--- config.mk ---
export PLATFORM = sky130hd
export DESIGN_NAME = axilite_m
export DESIGN_NICKNAME = d
export VERILOG_FILES = /design/src/rtl/axilite_pkg.sv /design/src/rtl/axilite_m.sv
export SDC_FILE = /design/constraint.sdc
export NUM_CORES = 1
export LEC_CHECK = 0
export ABC_CLOCK_PERIOD_IN_PS = 3850
export CORE_ASPECT_RATIO = 1.2
export CORE_MARGIN = 1.5
export CORE_UTILIZATION = 40
export CTS_CLUSTER_SIZE = 20
export DETAILED_ROUTE_END_ITERATION = 6
export PLACE_DENSITY = 0.78
export SETUP_SLACK_MARGIN = 0.1
export SLEW_MARGIN = 10
export SYNTH_ARGS = -nofsm -noshare
export SYNTH_HDL_FRONTEND = slang
export SYNTH_SLANG_ARGS = --single-unit
--- constraint.sdc ---
create_clock -name axi_aclk -period 3.85 [get_ports axi_aclk]
set_input_delay 0.5775 -clock axi_aclk [delete_from_list [all_inputs] [get_ports axi_aclk]]
set_output_delay 0.5775 -clock axi_aclk [all_outputs]
set_load 0.005 [all_outputs]
--- src/rtl/axilite_pkg.sv ---
// Shared types and constants for the AXI-Lite single-transaction master.
package axilite_pkg;

  localparam logic [1:0] RESP_OKAY   = 2'b00;
  localparam logic [1:0] RESP_EXOKAY = 2'b01;
  localparam logic [1:0] RESP_SLVERR = 2'b10;
  localparam logic [1:0] RESP_DECERR = 2'b11;

  localparam logic [2:0] AXI_PROT_DEFAULT = 3'b000;

  typedef enum logic [2:0] {
    IDLE    = 3'd0,
    WR_REQ  = 3'd1,
    WR_RESP = 3'd2,
    RD_REQ  = 3'd3,
    RD_DATA = 3'd4,
    RSP     = 3'd5
  } state_t;

endpackage

--- src/rtl/axilite_m.sv ---
// AXI-Lite master: turns one command at a time into an AXI-Lite read or write
// and returns the completion on a response handshake.
module axilite_m
  import axilite_pkg::*;
#(
  parameter int unsigned ADDR_WIDTH = 32,
  parameter int unsigned DATA_WIDTH = 32
) (
  input  logic                      axi_aclk,
  input  logic                      axi_aresetn,

  input  logic                      cmd_valid,
  output logic                      cmd_ready,
  input  logic                      cmd_we,
  input  logic [ADDR_WIDTH-1:0]     cmd_addr,
  input  logic [DATA_WIDTH-1:0]     cmd_wdata,
  input  logic [DATA_WIDTH/8-1:0]   cmd_wstrb,

  output logic                      rsp_valid,
  input  logic                      rsp_ready,
  output logic                      rsp_we,
  output logic [DATA_WIDTH-1:0]     rsp_rdata,
  output logic [1:0]                rsp_resp,

  output logic [ADDR_WIDTH-1:0]     awaddr,
  output logic [2:0]                awprot,
  output logic                      awvalid,
  input  logic                      awready,
  output logic [DATA_WIDTH-1:0]     wdata,
  output logic [DATA_WIDTH/8-1:0]   wstrb,
  output logic                      wvalid,
  input  logic                      wready,
  input  logic [1:0]                bresp,
  input  logic                      bvalid,
  output logic                      bready,
  output logic [ADDR_WIDTH-1:0]     araddr,
  output logic [2:0]                arprot,
  output logic                      arvalid,
  input  logic                      arready,
  input  logic [DATA_WIDTH-1:0]     rdata,
  input  logic [1:0]                rresp,
  input  logic                      rvalid,
  output logic                      rready
);

  state_t state;

  // AW and W each count as done once their valid has dropped or is handshaking now
  logic aw_done;
  logic w_done;

  assign aw_done = !awvalid || awready;
  assign w_done  = !wvalid  || wready;

  // Readies and rsp_valid are pure decodes of the state register
  assign cmd_ready = (state == IDLE);
  assign bready    = (state == WR_RESP);
  assign rready    = (state == RD_DATA);
  assign rsp_valid = (state == RSP);

  assign awprot = AXI_PROT_DEFAULT;
  assign arprot = AXI_PROT_DEFAULT;

  always_ff @(posedge axi_aclk or negedge axi_aresetn) begin
    if (!axi_aresetn) begin
      state     <= IDLE;
      awaddr    <= '0;
      awvalid   <= 1'b0;
      wdata     <= '0;
      wstrb     <= '0;
      wvalid    <= 1'b0;
      araddr    <= '0;
      arvalid   <= 1'b0;
      rsp_we    <= 1'b0;
      rsp_rdata <= '0;
      rsp_resp  <= RESP_OKAY;
    end else begin
      case (state)
        IDLE: begin
          if (cmd_valid) begin
            if (cmd_we) begin
              awaddr  <= cmd_addr;
              wdata   <= cmd_wdata;
              wstrb   <= cmd_wstrb;
              awvalid <= 1'b1;
              wvalid  <= 1'b1;
              state   <= WR_REQ;
            end else begin
              araddr  <= cmd_addr;
              arvalid <= 1'b1;
              state   <= RD_REQ;
            end
          end
        end

        WR_REQ: begin
          if (awvalid && awready) awvalid <= 1'b0;
          if (wvalid && wready)   wvalid  <= 1'b0;
          if (aw_done && w_done)  state   <= WR_RESP;
        end

        WR_RESP: begin
          if (bvalid) begin
            rsp_resp  <= bresp;
            rsp_we    <= 1'b1;
            rsp_rdata <= '0;
            state     <= RSP;
          end
        end

        RD_REQ: begin
          if (arready) begin
            arvalid <= 1'b0;
            state   <= RD_DATA;
          end
        end

        RD_DATA: begin
          if (rvalid) begin
            rsp_rdata <= rdata;
            rsp_resp  <= rresp;
            rsp_we    <= 1'b0;
            state     <= RSP;
          end
        end

        RSP: begin
          if (rsp_ready) state <= IDLE;
        end

        default: state <= IDLE;
      endcase
    end
  end

endmodule

* Word level (Yosys, flattened, before mapping) *
Index checks and enable logic that the tools add are counted.

word-level totals
  register bits after elaboration = 141
  latch bits = 0
  RAM bits = 0
  ROM bits = 0
  input port bits = 114
  word-level logic and storage cells = 72
  memories kept = 0

operators by class
  add/sub/neg operators = 0
  multipliers = 0
  div/mod/pow operators = 0
  magnitude comparators = 0
  eq/ne operators = 15
  shift operators = 0
  muxes and demuxes = 27
  bitwise gates (word level) = 1
  reductions and logical operators = 18

operators by type and width
  operator                                                               count
  32-bit two-way mux                                                     2
  32-bit case mux with 2 select lines                                    1
  3-bit two-way mux                                                      6
  3-bit case mux with 6 select lines                                     1
  2-bit != test, second input constant                                   8
  4-bit AND reduction                                                    3
  1-bit two-way mux                                                      9
  3-bit AND reduction                                                    3
  1-bit case mux with 2 select lines                                     4
  3-bit by 2-bit equality test with 1-bit output, second input constant  2
  3-bit equality test, second input constant                             2
  2-bit two-way mux                                                      3
  6-bit AND reduction                                                    1
  2-bit nonzero test                                                     3
  2-bit by 1-bit != test with 1-bit output, second input constant        2
  2-bit case mux with 2 select lines                                     1
  3-bit by 1-bit equality test with 1-bit output, second input constant  1
  1-bit logical AND                                                      3
  3-bit logical NOT                                                      1
  1-bit logical NOT                                                      2
  1-bit logical OR                                                       2
  1-bit NOT                                                              1

* Depth between registers and ports, before layout *
  depth in word-level cells = 5
  gate-level depth with buffers = 7

* Worst setup path after synthesis *
Ideal clock, no wire load.

  path kind = register to register
  start = register state[2]
  end = register araddr[10]
  setup time = 0.125 ns
  arrival = 1.526 ns
  slack = 2.199 ns
  cell stages (with the launch flop) = 7
  clock period less this slack = 1.651 ns
  cells stage by stage = dfrtp_1 > buf_6 > nor3_4 > and3_4 > buf_12 > buf_12 > mux2_4

on the way
  cells in the longest elaborated chain, start to end = 2

ends and longest elaborated chain
  element                        RTL line         source
  start: declaration             axilite_m.sv:46  state_t state;
  start signal: assignment       axilite_m.sv:66  state <= IDLE;
  start signal: assignment       axilite_m.sv:87  state <= WR_REQ;
  start signal: assignment       axilite_m.sv:91  state <= RD_REQ;
  3-bit logical NOT              -
  net cmd_ready                  axilite_m.sv:13  output logic cmd_ready,
  3-bit AND reduction (no line)  -
  end signal: assignment         axilite_m.sv:89  araddr <= cmd_addr;
  end: declaration               axilite_m.sv:36  output logic [ADDR_WIDTH-1:0] araddr,

The timed path passes the listed nets, and every way through them passes these cells.
A chain may end at the register's enable or synchronous reset.

* Final worst setup path *
  start = register state[1]
  end = output bready

on the way
  cells in the longest elaborated chain, start to end = 1

ends and longest elaborated chain
  element                                         RTL line         source
  3-bit by 2-bit equality test with 1-bit output  axilite_m.sv:57  assign bready = (state == WR_RESP);
  end: declaration                                axilite_m.sv:35  output logic bready,

No other way between the ends.

==> results by group <==
Clocking
  – CTS Hold Bufs: 0
  – CTS root buffer: clkbuf_16
  – # Post-CTS Setup Buffers: 0
  – Cts bufs inserted: 17
  – CTS tree: done
  – Worst-path clk slew: 0.06 ns
  – CTS sink cnt: 141
  – Clock buffer depth: 2
  – Clock Latency Late Sink: 0.42 ns
  – Post-CTS sizing: 0
  – H-tree depth: 4

Routing
  – WL final: 14000 um
  – Detailed Route Iter0 Violations: 120
  – Final antenna-violating net count: 0
  – DR DRC count: 0
  – Drt pass-1 iters: 4
  – Mean routed wirelength per cell: 17.8 um
  – Via density: 4.95
  – DR vias: 3872

Run status
  – Status: completed

Logic synthesis
  – Most instantiated cells after synthesis: dfrtp_1 (141), mux2_2 (72), a22o_1 (32)
  – Seq/Total Area, Yosys: 62.5%
  – Post-synthesis cell area: 5650 sq um
  – Post-synthesis average cell area: 16.4 sq um
  – Syn. warnings: 0
  – Most common cell in the netlist: dfrtp_1
  – Yosys top cell by area: dfrtp_1
  – Synth area leaders: dfrtp_1 (63%), mux2_2 (14%), mux2_4 (7.7%)
  – Post-synth EDFFs: 0
  – Post-synth top flop: dfrtp_1
  – #FFs+latches synth: 141
  – Yosys top cell area share: 62.5%
  – Async SR Flop Fraction: 100%
  – Yosys cell types: 31
  – Gate Count Post-Synth: 344

Worst setup path
  – CP required: 3.27 ns
  – Arr. time, crit path: 2.05 ns
  – CP max FO: 11
  – Worst Setup Path Type: register to output port
  – CP endpoint kind: output port
  – Cells along the critical path: nor3b_2 > clkdlybuf4s50_1
  – Crit start category: register
  – Reg2reg start: state[0]$_DFFE_PN0P_
  – Crit path max-delay cell type: dfrtp_1
  – Max incr delay on CP: 0.61 ns
  – Reg2reg end: awaddr[19]$_DFFE_PN0P_
  – R2r setup slk: 1.65 ns
  – FF-to-FF path depth: 4

STA
  – Max Clock Freq: 381 MHz
  – Relative slew slack: 37.0%
  – Hold_ws: 0.146 ns
  – Hold Fails Final Rpt: 0
  – Final setup violation count: 0
  – RSZ-0062 raised after global routing: no
  – Part of the cycle the worst path needs: 68.2%
  – Slew @ Worst Pin: 0.943 ns
  – Max Clock Skew: 0.00904 ns
  – Max Slew Vio Count: 0
  – Tmin final: 2.63 ns
  – Setup TNS Final: 0 ns

Die
  – I/O pin count: 262
  – Row Count: 47
  – Core area: 13800 sq um
  – Die span in y: 133 um
  – Initial core utilization: 40.9%
  – Die area: 14800 sq um
  – Die X: 111 um

Global route
  – Met2 GRT Util: 33.6%
  – Grt peak-use layer: met2
  – Initial antenna violation count: 0
  – GRT overflow: 0
  – Met3 Use GR: 5.96%
  – Grt met1 use: 21.9%
  – Global-route wire length before repair: 22400 um
  – Vias in the first global route: 4279
  – Global-route usage over all layers: 19.5%
  – Maximum number of pins on one net before global-route repair: 76

Place
  – Global placement routability congestion: 0.751
  – I/O Buffers: 255
  – DP Wirelength: 9820 um

Cells and area
  – Layout cell share with drive strength beyond 1: 23.7%
  – Synthesis-to-layout area growth: 57.8%
  – Layout net count: 713
  – Fillcell total: 1005
  – # diodes: 0

Power and ir drop
  – Leak Pwr: 3.88 nW
  – Peak VDD IR: 0.457 mV
  – PwrDens: 840 nW/um^2

Min path
  – Worst hold path type: input port to asynchronous set/reset pin

Run
  – Max-cap viol count: 0
report_power, final:
part | switching (mW) | total [mW] | internal [mW]
Combinational | 0.859 | 2.88 | 2.02
Sequential | 0.446 | 2.65 | 2.20
Clock | 0.635 | 1.96 | 1.32
critical path: cells and delay by family (launching register included):
kind,cells,cell delay (ns)
and+or+nand+nor,1,0.43
buffers and inverters,1,0.60
DFF,1,0.61
cell usage in the layout, fill, tap and decap left out, types with 2 or more instances in the layout:
cell / count
inv_6: 3
nand2_1: 8
o21ai_0: 2
o21ai_1: 2
nor2b_1: 3
a21oi_1: 2
clkdlybuf4s50_1: 254
nor3b_2: 3
nor2_1: 2
a22o_1: 32
buf_4: 2
dfrtp_1: 141
a31oi_1: 2
mux2i_1: 3
mux2_4: 29
clkbuf_16: 17
clkbuf_8: 2
bufinv_16: 7
inv_1: 3
conb_1: 6
mux2_2: 72
flip-flops by register name (all words and copies together) (netlist names):
register,count
araddr,32
awaddr,32
rsp_rdata,32
wdata,32
wstrb,4
state,3
rsp_resp,2
arvalid,1
awvalid,1
rsp_we,1
wvalid,1
area by class of cell:
cell class	instances	area (sq um)	area share [%]
Inverter	3	11.3	0.126
Tap cell	171	214	2.40
Timing Repair Buffer	258	2590	29.1
Sequential cell	141	3530	39.6
Clock buffer	19	453	5.08
Multi-Input combinational cell	178	1860	20.8
Clock inverter	13	258	2.89
through the flow:
step	worst slack [ns]	instance area (sq um)	std cells	util [%]	power [mW]
floorplan	2.20	5660	349	-	3.78
global placement	1.33	8200	751	59.3	5.47
detailed placement	1.27	8200	751	59.3	5.56
CTS	1.18	8910	783	64.5	7.57
global route	1.10	8910	783	64.5	7.87
finish	1.22	8910	783	64.5	7.48
logic make-up (layout without fill, tap and decap cells):
family	count (synthesis)	after routing	share of synthesized area [%]
compound gates	42	42	6.14
buf+inv	30	293	5.23
flops	141	141	62.5
mux	105	105	22.8
other cells	1	6	0.0664
simple gates	25	25	3.26
metal layers:
metal  part of all wire [%]  wire length (um)
met2                     51              7190
met3                    6.8               948
met5                      0                 0
met1                     39              5460
met4                    2.7               375
worst max-delay path by stage:
| stage | startpoint | end | slack, ns | depth (start not counted) |
|---|---|---|---|---|
| after detailed placement | cmd_valid | wdata[9]$_DFFE_PN0P_ | 1.27 | 4 |
| after floorplan | state[2]$_DFFE_PN0P_ | araddr[10]$_DFFE_PN0P_ | 2.20 | 6 |
| final | state[1]$_DFFE_PN0P_ | bready | 1.22 | 2 |
| after global placement | cmd_valid | wstrb[3]$_DFFE_PN0P_ | 1.33 | 4 |
| after global routing | state[1]$_DFFE_PN0P_ | bready | 1.10 | 2 |
| after CTS | state[2]$_DFFE_PN0P_ | rready | 1.18 | 2 |
Power figures use the tool's default switching activity.
==> variant 1, RTL diff (config.mk and constraints unchanged) <==
`ADDR_WIDTH`: 32 -> 24.
--- a/src/rtl/axilite_m.sv
+++ b/src/rtl/axilite_m.sv
@@ -4,5 +4,5 @@
   import axilite_pkg::*;
 #(
-  parameter int unsigned ADDR_WIDTH = 32,
+  parameter int unsigned ADDR_WIDTH = 24,
   parameter int unsigned DATA_WIDTH = 32
 ) (
Ports: changed (resized araddr, awaddr and cmd_addr); port bits go from 262 to 238. The function was not compared with the original's and may differ.
==> variant 1 against the unedited design <==
- wire length is 13% lower
- die area is 11% lower
- power is 15% lower
- count of clock-buffer cells in the layout up 2
- combinational power is 11% lower
- design area down 12%
- area after synthesis is 11% lower
- highest routed layer unchanged
- sequential cell count is 16 lower
- via count is 11% lower
- setup slack better by 14 ps
- final cell count decreased by 8.8%
- fmax is 0.53% higher
==> variant 1: results (changes against the unedited design) <==
Layout
  – Share of cells above drive strength 1: 0.224 (-0.0127)
  – Total Nets Final: 649 (-9.0%)
  – Fillers: 923 (-8.2%)

Global route
  – Vias in the first global route: 3727 (-13%)
  – Pin count of the biggest net entering global routing: 63 (-17%)
  – GR Util All Layers: 0.190 (-0.00522)

Placed design
  – Post-DP HPWL: 8840 um (-10%)
  – GPL Wtd Cong: 0.746 (-0.63%)
  – Port Buffers: 231 (-9.4%)
  – Post-DP Area: 7350 um2 (-10%)

Route
  – Total number of vias: 3448 (-11%)
  – Met1 WL: 4880 um (-11%)
  – First-pass DRT Iterations: 3 (-1)
  – Met3 Wirelength: 872 um (-8.0%)
  – Iter 0 DRT Violations: 116 (-3.3%)
  – Post-DR wirelength/cell: 17.0 um (-4.5%)
  – Metal2 WL: 6190 um (-14%)

Setup path
  – Reg2reg setup slack: 1500 ps (-150 ps)
  – CP max FO: 10 (-1)

Timing
  – Fin Clk Skew: 4.74 ps (-4.30 ps)
  – Relative slew slack: 0.377 (+0.00703)

Synthesis
  – Commonest cells in the synthesized netlist: 125 x dfrtp_1, 56 x mux2_2, 32 x a22o_1
  – Sequential area share after synthesis: 0.622 (-0.00295)
  – Ys Warns: 0 (unchanged)
  – Top post-synthesis cells by area: dfrtp_1 62%, mux2_2 13%, mux2_4 8.7%, a22o_1 5.6%, buf_6 2.2%

Clocking
  – Clock latency on the worst-skew pair: 400 ps (-20 ps)
  – Clk sinks: 125 (-11%)

Worst hold path
  – Worst min-delay path class: input port to async pin

Run status
  – Outcome: finished clean

Power and ir drop
  – Sequential power: 0.00234 W (-12%)
  – Sw power: 0.00168 W (-14%)
  – Peak supply drop: 0.293 mV (-36%)
  – Logic gate share of total power: 0.405 (+0.020)
-- variant 1: cell count changes after synthesis, sizes merged --
cell,before,now
buf,27,25
dfrtp,141,125
mux2,102,86
-- variant 1: through the flow --
step	hold WS, ps	power (W)	setup slack [ps]	utilization	cells
finish	174	0.00634	1240	0.648	714
global route	213	0.00670	1120	0.648	714
CTS	191	0.00643	1220	0.648	714
detailed placement	481	0.00495	1210	0.604	685
global placement	473	0.00487	1270	0.604	685
floorplan	282	0.00338	2200	-	315
-- variant 1: final cells by class --
class	instances	area share
Multi-Input combinational cell	162	0.213
Tap cell	161	0.0256
Sequential cell	125	0.397
Inverter	3	0.00143
Clock inverter	8	0.00889
Clock buffer	21	0.0584
Timing Repair Buffer	234	0.296
-- variant 1: cell families after synthesis --
kind of cell,Yosys count,share of synthesized area
mux,89,0.220
other cells,1,0.000746
buf+inv,28,0.0515
compound gates,42,0.0689
flops,125,0.622
simple gates,25,0.0366
-- variant 1: final timing paths --
kind | from | to | cells after the start
worst max-delay path | state[2]$_DFFE_PN0P_ | rready | 2
worst max register to register | state[2]$_DFFE_PN0P_ | awaddr[12]$_DFFE_PN0P_ | 3
worst min register to register | awaddr[12]$_DFFE_PN0P_ | awaddr[12]$_DFFE_PN0P_ | 1
worst min-delay path | axi_aresetn | awaddr[7]$_DFFE_PN0P_ | 1
max in group asynchronous | axi_aresetn | wdata[11]$_DFFE_PN0P_ | 2
min in group axi_aclk | awaddr[12]$_DFFE_PN0P_ | awaddr[12]$_DFFE_PN0P_ | 1
-- variant 1: critical path, cell delays in order, from the launching register on --
cell,delay [ps]
dfrtp_1,580
nor3b_2,450
clkdlybuf4s50_1,610
-- variant 1: per-layer routing --
metal	GRT usage	up-vias
met5	0	-
met4	0.0677	0
met3	0.0709	16
met2	0.316	148
met1	0.224	1721
li1	-	1563
==> variant 2, RTL diff (config.mk and constraints unchanged) <==
Without the edit above. Re-encode `state_t` (6 states) as one-hot, 6 bits wide.
--- a/src/rtl/axilite_pkg.sv
+++ b/src/rtl/axilite_pkg.sv
@@ -9,11 +9,11 @@
   localparam logic [2:0] AXI_PROT_DEFAULT = 3'b000;
 
-  typedef enum logic [2:0] {
-    IDLE    = 3'd0,
-    WR_REQ  = 3'd1,
-    WR_RESP = 3'd2,
-    RD_REQ  = 3'd3,
-    RD_DATA = 3'd4,
-    RSP     = 3'd5
+  typedef enum logic [5:0] {
+    IDLE    = 6'b000001,
+    WR_REQ  = 6'b000010,
+    WR_RESP = 6'b000100,
+    RD_REQ  = 6'b001000,
+    RD_DATA = 6'b010000,
+    RSP     = 6'b100000
   } state_t;
 
Check against the original RTL: no difference found for any inputs over 4 cycles, from zero or initial values and one cycle with axi_aresetn low; so few cycles prove little.
==> variant 2 against the unedited design <==
- sequential cell count up 3
- setup slack worse by 680 ps
- area after synthesis grew 0.49%
- clock power is 22% lower
- die area rose by 0.47%
- wire length grew 5.2%
- power is 13% lower
- design area is 0.58% lower
- register-to-register slack worse by 250 ps
- via count rose by 10%
- largest power group unchanged
==> variant 2: results (changes against the unedited design) <==
Setup path
  – CP max FO: 36 (+25)
  – Crit Reg-Reg Endpoint: rsp_resp[1]$_DFFE_PN0P_
  – CP arrival: 2730 ps (+680 ps)
  – CP startpoint: state[3]$_DFFE_PN0P_
  – Reg2reg setup slack: 1400 ps (-250 ps)
  – Worst reg2reg path depth: 6 (+2)
  – Crit path capture: rready

Synthesis
  – Post-synth ARST share: 1.00 (unchanged)
  – Most common cell in the netlist: dfrtp_1
  – Commonest cells in the synthesized netlist: 143 x dfrtp_1, 100 x mux2_2, 70 x nand2_1
  – Top post-synthesis cells by area: dfrtp_1 63%, mux2_2 20%, nand2_1 4.6%, nand3_1 2.8%, buf_2 0.97%
  – Sequential area share after synthesis: 0.635 (+0.0104)
  – Synth unique cells: 37 (+19%)

Layout
  – Share of cells above drive strength 1: 0.212 (-0.0252)
  – Total Nets Final: 787 (+10%)

Route
  – Metal2 WL: 7570 um (+5.2%)
  – Met3 Wirelength: 1360 um (+43%)
  – Drt total wl: 14700 um (+5.2%)
  – Met1 WL: 5400 um (-1.0%)
  – Total number of vias: 4265 (+10%)
  – DR top layer: met4
  – Iter 0 DRT Violations: 318 (+170%)

Run status
  – Outcome: finished clean

Global route
  – Grt total ovfl: 0 (unchanged)
  – Pin count of the biggest net entering global routing: 98 (+29%)
  – GR Util All Layers: 0.202 (+0.00727)
  – First-pass GRT wire length: 23600 um (+5.0%)
  – Grt met3 use: 0.0814 (+0.0218)
  – Vias in the first global route: 4668 (+9.1%)
  – Grt met2 use: 0.348 (+0.0122)
  – Met1 usage: 0.218 (-0.000350)

Clocking
  – Post-CTS Hold Buffers: 0 (unchanged)
  – CTS root buffer: clkbuf_16

Power and ir drop
  – Peak supply drop: 0.421 mV (-7.9%)
  – Pleak: 3.91 nW (+0.89%)

Worst hold path
  – Worst min-delay path class: input port to async pin

Placed design
  – Post-DP HPWL: 10600 um (+7.9%)
  – GPL Wtd Cong: 0.820 (+9.2%)

Timing
  – Fin Clk Skew: 4.92 ps (-4.12 ps)
  – Relative slew slack: 0.399 (+0.0291)
variant 2: cell count changes in the layout (fill, tap and decap cells not counted), moves of 4 or more:
cell / before / now
nand2_1: 8 / 70
nand3_1: 0 / 32
a22o_1: 32 / 1
mux2_4: 29 / 0
mux2_2: 72 / 100
bufinv_16: 7 / 1
clkinv_2: 1 / 5
variant 2: layout make-up:
cell class | count | area (um2)
fillers | 1073 | 4960
flip-flops and latches | 144 | 3600
inverters | 3 | 18.8
clock buffers | 21 | 470
multi-input cells | 247 | 1870
repair buffers | 260 | 2590
well taps | 171 | 214
clock inverters | 10 | 86.3
variant 2: power breakdown:
| part | total [W] | switching (W) | leakage (nW) | internal [W] |
|---|---|---|---|---|
| registers | 0.00246 | 0.000328 | 1.78 | 0.00213 |
| logic | 0.00252 | 0.000826 | 1.86 | 0.00169 |
| clock network | 0.00152 | 0.000592 | 0.271 | 0.000931 |
variant 2: kinds of logic after synthesis:
group,after synthesis,share of synthesized area
flip-flops,144,0.635
AND/OR/NAND/NOR,123,0.101
multiplexers,102,0.202
buffers and inverters,30,0.0382
AO/OA/AOI/OAI,16,0.0227
other,1,0.000661
variant 2: critical path: stages, from the launching register on:
cell             delay, ps
dfrtp_1                420
or4_4                  560
or3b_1                 540
inv_8                  250
clkdlybuf4s50_1        540
variant 2: metrics by stage:
step / setup WS [ps] / area [um2] / power [W] / hold WS, ps / cells
floorplan: 1620 / 5690 / 0.00343 / 282 / 421
global route: 437 / 8860 / 0.00684 / 325 / 856
detailed placement: 967 / 8300 / 0.00502 / 454 / 825
CTS: 517 / 8860 / 0.00660 / 272 / 856
finish: 544 / 8860 / 0.00650 / 236 / 856
global placement: 1010 / 8300 / 0.00492 / 449 / 825
